`src/rtl/fft_addr_gen.sv`:
```
// Address sequencer for an in-place radix-2 DIT FFT: read pairs, twiddle index and delayed write-back.
// Optional feature macro: FFT_ABORT_EN adds i_abort to cut a run short without an o_done pulse.
module fft_addr_gen #(
    parameter int LOG2N    = 4,
    parameter int BFLY_LAT = 2,
    parameter int RD_LAT   = 1
) (
    input  logic             clk,
    input  logic             rst,
    input  logic             i_start,
`ifdef FFT_ABORT_EN
    input  logic             i_abort,
`endif
    output logic             o_busy,
    output logic             o_done,
    output logic [3:0]       o_stage,
    output logic             o_rd_en,
    output logic [LOG2N-1:0] o_rd_addr_a,
    output logic [LOG2N-1:0] o_rd_addr_b,
    output logic [LOG2N-2:0] o_tw_addr,
    output logic             o_wr_en,
    output logic [LOG2N-1:0] o_wr_addr_a,
    output logic [LOG2N-1:0] o_wr_addr_b
);

    localparam int D   = RD_LAT + BFLY_LAT;
    localparam int K_W = LOG2N - 1;
    localparam int C_W = (D > 1) ? $clog2(D) : 1;

    localparam logic [C_W-1:0] CNT_LAST = C_W'(D - 1);
    localparam logic [K_W-1:0] K_LAST   = {K_W{1'b1}};
    localparam logic [3:0]     S_LAST   = 4'(LOG2N - 1);

    typedef enum logic [1:0] {
        IDLE  = 2'd0,
        RUN   = 2'd1,
        DRAIN = 2'd2,
        DONE  = 2'd3
    } state_t;

    state_t           state_q;
    logic [3:0]       s_q;
    logic [K_W-1:0]   k_q;
    logic [C_W-1:0]   cnt_q;
    logic             armed_q;
    logic             abort_q;
    logic             busy_q;
    logic             done_q;
    logic             rd_en_q;
    logic [LOG2N-1:0] rd_a_q;
    logic [LOG2N-1:0] rd_b_q;
    logic [K_W-1:0]   tw_q;

    logic             wv_q [D];
    logic [LOG2N-1:0] wa_q [D];
    logic [LOG2N-1:0] wb_q [D];

    logic             abort_s;
    logic [K_W-1:0]   k_nxt_s;
    logic [3:0]       s_nxt_s;

    function automatic logic [LOG2N-1:0] calc_addr_a(input logic [3:0] s, input logic [K_W-1:0] k);
        logic [LOG2N-1:0] kx;
        logic [LOG2N-1:0] mask;
        kx          = {1'b0, k};
        mask        = (LOG2N'(1) << s) - LOG2N'(1);
        calc_addr_a = ((kx >> s) << (s + 4'd1)) | (kx & mask);
    endfunction

    function automatic logic [LOG2N-1:0] calc_addr_b(input logic [3:0] s, input logic [K_W-1:0] k);
        calc_addr_b = calc_addr_a(s, k) + (LOG2N'(1) << s);
    endfunction

    // In the last stage 1<<s overflows K_W bits to zero, so the mask becomes all ones as required.
    function automatic logic [K_W-1:0] calc_tw(input logic [3:0] s, input logic [K_W-1:0] k);
        logic [K_W-1:0] mask;
        mask    = (K_W'(1) << s) - K_W'(1);
        calc_tw = (k & mask) << (S_LAST - s);
    endfunction

`ifdef FFT_ABORT_EN
    assign abort_s = i_abort;
`else
    assign abort_s = 1'b0;
`endif

    assign k_nxt_s = k_q + K_W'(1);
    assign s_nxt_s = s_q + 4'd1;

    // Sequencer FSM; all outputs registered. armed_q blocks a start on the first edge after reset release.
    always_ff @(posedge clk or negedge rst) begin
        if (!rst) begin
            state_q <= IDLE;
            s_q     <= 4'd0;
            k_q     <= '0;
            cnt_q   <= '0;
            armed_q <= 1'b0;
            abort_q <= 1'b0;
            busy_q  <= 1'b0;
            done_q  <= 1'b0;
            rd_en_q <= 1'b0;
            rd_a_q  <= '0;
            rd_b_q  <= '0;
            tw_q    <= '0;
        end else begin
            armed_q <= 1'b1;
            done_q  <= 1'b0;
            case (state_q)
                IDLE: begin
                    if (i_start && armed_q) begin
                        state_q <= RUN;
                        s_q     <= 4'd0;
                        k_q     <= '0;
                        abort_q <= 1'b0;
                        busy_q  <= 1'b1;
                        rd_en_q <= 1'b1;
                        rd_a_q  <= calc_addr_a(4'd0, '0);
                        rd_b_q  <= calc_addr_b(4'd0, '0);
                        tw_q    <= calc_tw(4'd0, '0);
                    end else begin
                        busy_q  <= 1'b0;
                        rd_en_q <= 1'b0;
                    end
                end
                RUN: begin
                    if (abort_s || (k_q == K_LAST)) begin
                        state_q <= DRAIN;
                        cnt_q   <= '0;
                        rd_en_q <= 1'b0;
                        abort_q <= abort_q | abort_s;
                    end else begin
                        k_q     <= k_nxt_s;
                        rd_en_q <= 1'b1;
                        rd_a_q  <= calc_addr_a(s_q, k_nxt_s);
                        rd_b_q  <= calc_addr_b(s_q, k_nxt_s);
                        tw_q    <= calc_tw(s_q, k_nxt_s);
                    end
                end
                DRAIN: begin
                    if (cnt_q == CNT_LAST) begin
                        if (abort_q || abort_s) begin
                            state_q <= IDLE;
                            busy_q  <= 1'b0;
                        end else if (s_q != S_LAST) begin
                            state_q <= RUN;
                            s_q     <= s_nxt_s;
                            k_q     <= '0;
                            rd_en_q <= 1'b1;
                            rd_a_q  <= calc_addr_a(s_nxt_s, '0);
                            rd_b_q  <= calc_addr_b(s_nxt_s, '0);
                            tw_q    <= calc_tw(s_nxt_s, '0);
                        end else begin
                            state_q <= DONE;
                            busy_q  <= 1'b0;
                            done_q  <= 1'b1;
                        end
                    end else begin
                        cnt_q   <= cnt_q + C_W'(1);
                        abort_q <= abort_q | abort_s;
                    end
                end
                DONE: begin
                    state_q <= IDLE;
                end
                default: begin
                    state_q <= IDLE;
                    busy_q  <= 1'b0;
                    rd_en_q <= 1'b0;
                end
            endcase
        end
    end

    // Write-back delay line: stage D-1 holds the read issued D cycles earlier.
    always_ff @(posedge clk or negedge rst) begin
        if (!rst) begin
            for (int i = 0; i < D; i++) begin
                wv_q[i] <= 1'b0;
                wa_q[i] <= '0;
                wb_q[i] <= '0;
            end
        end else begin
            wv_q[0] <= rd_en_q;
            wa_q[0] <= rd_a_q;
            wb_q[0] <= rd_b_q;
            for (int i = 1; i < D; i++) begin
                wv_q[i] <= wv_q[i-1];
                wa_q[i] <= wa_q[i-1];
                wb_q[i] <= wb_q[i-1];
            end
        end
    end

    assign o_busy      = busy_q;
    assign o_done      = done_q;
    assign o_stage     = s_q;
    assign o_rd_en     = rd_en_q;
    assign o_rd_addr_a = rd_a_q;
    assign o_rd_addr_b = rd_b_q;
    assign o_tw_addr   = tw_q;
    assign o_wr_en     = wv_q[D-1];
    assign o_wr_addr_a = wa_q[D-1];
    assign o_wr_addr_b = wb_q[D-1];

endmodule

```
`config.mk`:
```
export PLATFORM = sky130hd
export DESIGN_NAME = fft_addr_gen
export DESIGN_NICKNAME = d
export VERILOG_FILES = /design/src/rtl/fft_addr_gen.sv
export SDC_FILE = /design/constraint.sdc
export NUM_CORES = 1
export LEC_CHECK = 0
export BUFFER_PORTS_ARGS = -buffer_cell sky130_fd_sc_hd__buf_2
export CAP_MARGIN = 30
export CELL_PAD_IN_SITES_DETAIL_PLACEMENT = 1
export CELL_PAD_IN_SITES_GLOBAL_PLACEMENT = 1
export CORE_MARGIN = 5
export CORE_UTILIZATION = 40
export DETAILED_ROUTE_END_ITERATION = 16
export GPL_TIMING_DRIVEN = 0
export PLACE_DENSITY = 0.7
export SLEW_MARGIN = 20
export SYNTH_ARGS = -nofsm -noshare
export SYNTH_HDL_FRONTEND = slang
export SYNTH_SLANG_ARGS = --single-unit
```
`constraint.sdc`:
```
create_clock -name clk -period 7.35 [get_ports clk]
set_input_delay 0.735 -clock clk [delete_from_list [all_inputs] [get_ports clk]]
set_output_delay 0.735 -clock clk [all_outputs]
set_load 0.01 [all_outputs]
```
==> run_results.csv <==
group,metric,value,unit
clock_tree,post-cts-setup-buffers,0,
cells_and_area,regArea,1326,µm²
die,dieWidth,89.02,µm
cells_and_area,drive_above_1_share,23.46,%
placed_design,portBuffers,29,
synth,synth_area_leaders,"dfrtp_1 (53%), ha_1 (7.0%), buf_4 (3.3%)",
die,die_area,7924,µm²
synth,synth_area,2497,µm²
setup_path,cp.arrival,3240,ps
cells_and_area,diodes,0,
sta,relSlewSlack,56.32,%
setup_path,cp.required,7530,ps
die,initial_core_util,41.69,%
cells_and_area,fin_util,47.58,%
drt,drt_iter0_drc,74,
placed_design,placed_cells,327,
drt,viasPerCell,5.242,
drt,remaining_drc_errors,0,
die,coreArea,5991,µm²
sta,skew,7.717,ps
drt,antenna_left,0,
grt,grt_usage,15.03,%
die,rows,28,
setup_path,cp-end-kind,"register",
drt,drtPass1Iterations,4,
grt,antenna_found_initial,0,
synth,synthesis.nets,241,
clock_tree,htree_levels,2,
die,num_io_pins,30,
setup_path,worst_path_max_delay_cell,"nor4_1",
setup_path,startpoint_type,"register",
synth,yosys.area.top_type_share,53.11,%
synth,yosys_warnings,0,
sta,min_period,3053,ps
clock_tree,clk_pin_slew,100,ps
run,drv_cap,0,
sta,finalMaxSlewViolations,0,
synth,synth-edff-count,0,
drt,wire_per_inst,16.03,µm
run_status,outcome,"completed",
setup_path,cp_cell_sequence,"buf_2, nor4_1, inv_1, ha_1, nor2b_1, a31oi_1, inv_1, ha_1, a21o_1, a21oi_1, xor2_1, o22ai_1",
clock_tree,tritoncts,"yes",
pwr,ir_drop,0.0001617,V
cells_and_area,final_cell_area,2850,µm²
sta,finalSetupTns,0,ps
synth,syn_area_per_cell,11.20,µm²
setup_path,cp_max_fo,10,
synth,synth_flop_cell,"dfrtp_1",
clock_tree,cts_made_buffers,5,
grt,grt_pass1_vias,1907,
sta,hold_violations,0,
placed_design,dp_hpwl,3904,µm
drt,via_count,1756,
grt,grt_max_degree,54,
placed_design,place_ws,4270,ps
worst_hold_path,holdCritPathClass,"register to register",
worst_hold_path,min_path_cells,0,
sta,worst_pin_slew,655.3,ps
synth,synth_top_area_cell,"dfrtp_1",
sta,max_freq,0.3276,GHz
synth,synthArstFlopShare,100.0,%
grt,grt-ovfl-total,0,
pwr,powerDensity,495.3,nW/µm²
setup_path,max_stage_delay,560,ps
clock_tree,clockRootBuffer,"clkbuf_8",
placed_design,place_area,2739,µm²
pwr,p_total,1.412,mW
die,die_y,89.02,µm
clock_tree,ctsHoldBuffers,0,
synth,yosysUniqueCellTypes,53,
drt,drt-total-wl,5370,µm
cells_and_area,multi_input_area,980.9,µm²
sta,rsz0062_at_grt,"false",
clock_tree,cts.sinks,53,
synth,synth-seq-cells,53,
placed_design,globalplace.congestion,0.8758,
pwr,total_leakage_power,1.435,nW
clock_tree,clk_latency,310,ps
clock_tree,cts_resized,0,
cells_and_area,fill_cells,674,
setup_path,reg2regPathDepth,12,
synth,synth.yosys.seq_area_share,53.11,%
setup_path,critPathKind,"register to register",
sta,timing.final.crit_share,41.53,%
sta,setup_viol,0,
clock_tree,clockBufferDepth,2,
cells_and_area,fin_cells,335,
grt,grt_pass1_wl,9273,µm
cells_and_area,nets,277,
sta,worst_slack,4297,ps
cells_and_area,syn2layout_area_growth,14.13,%
sta,whs,353.4,ps
synth,synthesis.instances,223,
Yosys cell counts, types with 3 or more instances:
| cell type | instances |
|---|---|
| buf_2 | 5 |
| a21oi_1 | 9 |
| and3_1 | 3 |
| o21ai_1 | 6 |
| nand3_1 | 3 |
| a32o_1 | 4 |
| ha_1 | 14 |
| clkbuf_1 | 4 |
| a22o_1 | 8 |
| o21ai_0 | 11 |
| nor2b_1 | 4 |
| xnor2_1 | 3 |
| inv_1 | 11 |
| nand2_1 | 17 |
| buf_4 | 11 |
| nor2_1 | 9 |
| a22oi_1 | 3 |
| dfrtp_1 | 53 |
cells by family after synthesis:
logic type	count (synthesis)	synth area share (%)
AOI/OAI and AO/OA	59	16.78
xor gates and xnor gates	5	1.754
adders and majority gates	15	7.816
buffers and inverters	34	7.615
DFF	53	53.11
muxes	3	1.253
other	1	0.1502
and+or+nand+nor	53	11.52
report_power, final:
group	leakage [nW]	switching, mW	total [mW]	internal, mW
sequential	0.695	0.0613	0.460	0.399
clock	0.0554	0.0957	0.198	0.102
combinational	0.684	0.436	0.753	0.317
total	1.43	0.593	1.41	0.819
critical path: cells and delay by family (launching register included):
kind,cells,cell delay (ps)
buffers and inverters,3,380
AOI/OAI and AO/OA,4,780
adders and majority gates,2,590
DFF,1,410
xor gates and xnor gates,1,150
and+or+nand+nor,2,620
path summary, 6_finish.rpt:
check	startpoint	endpoint	slack, ps
max	o_stage[2]	o_rd_addr_b[3]	4300
min	wb_q[4]	o_wr_addr_b[0]	350
max reg2reg	o_stage[2]	o_rd_addr_b[3]	4300
min reg2reg	wb_q[4]	o_wr_addr_b[0]	350
max in group asynchronous	rst	wa_q[7]	6460
min in group asynchronous	rst	cnt_q[1]	450
registers in the layout, indices dropped and copies added (netlist names), 3 cells and up:
signal,count
k_q,3
o_tw_addr,3
wa_q,8
o_rd_addr_b,4
o_wr_addr_a,4
o_wr_addr_b,4
wb_q,8
o_rd_addr_a,4
o_stage,4
layout make-up:
cell class,count,area share [%]
Buffer,22,5.092
Clock buffer,6,2.546
Timing Repair Buffer,29,5.180
Inverter,12,1.580
Tap cell,75,3.292
Clock inverter,2,1.361
Sequential cell,53,46.53
Multi-Input combinational cell,136,34.42
layout by cell type, fill, tap and decap left out, types with 6 or more instances in the layout:
master | Yosys | layout
nor2_1 | 9 | 9
ha_1 | 14 | 14
buf_2 | 5 | 33
a22o_1 | 8 | 8
o21ai_0 | 11 | 11
dfrtp_1 | 53 | 53
o21ai_1 | 6 | 6
inv_1 | 11 | 11
a21oi_1 | 9 | 9
nand2_1 | 17 | 17
buf_4 | 11 | 12
metal layers:
layer,track usage (%),vias to the layer above,routed length (µm)
met4,3.248,0,43
met1,19.50,876,2501
met2,26.25,26,2623
li1,-,848,-
met5,0,-,0
met3,2.765,6,201
Power figures use the tool's default switching activity.
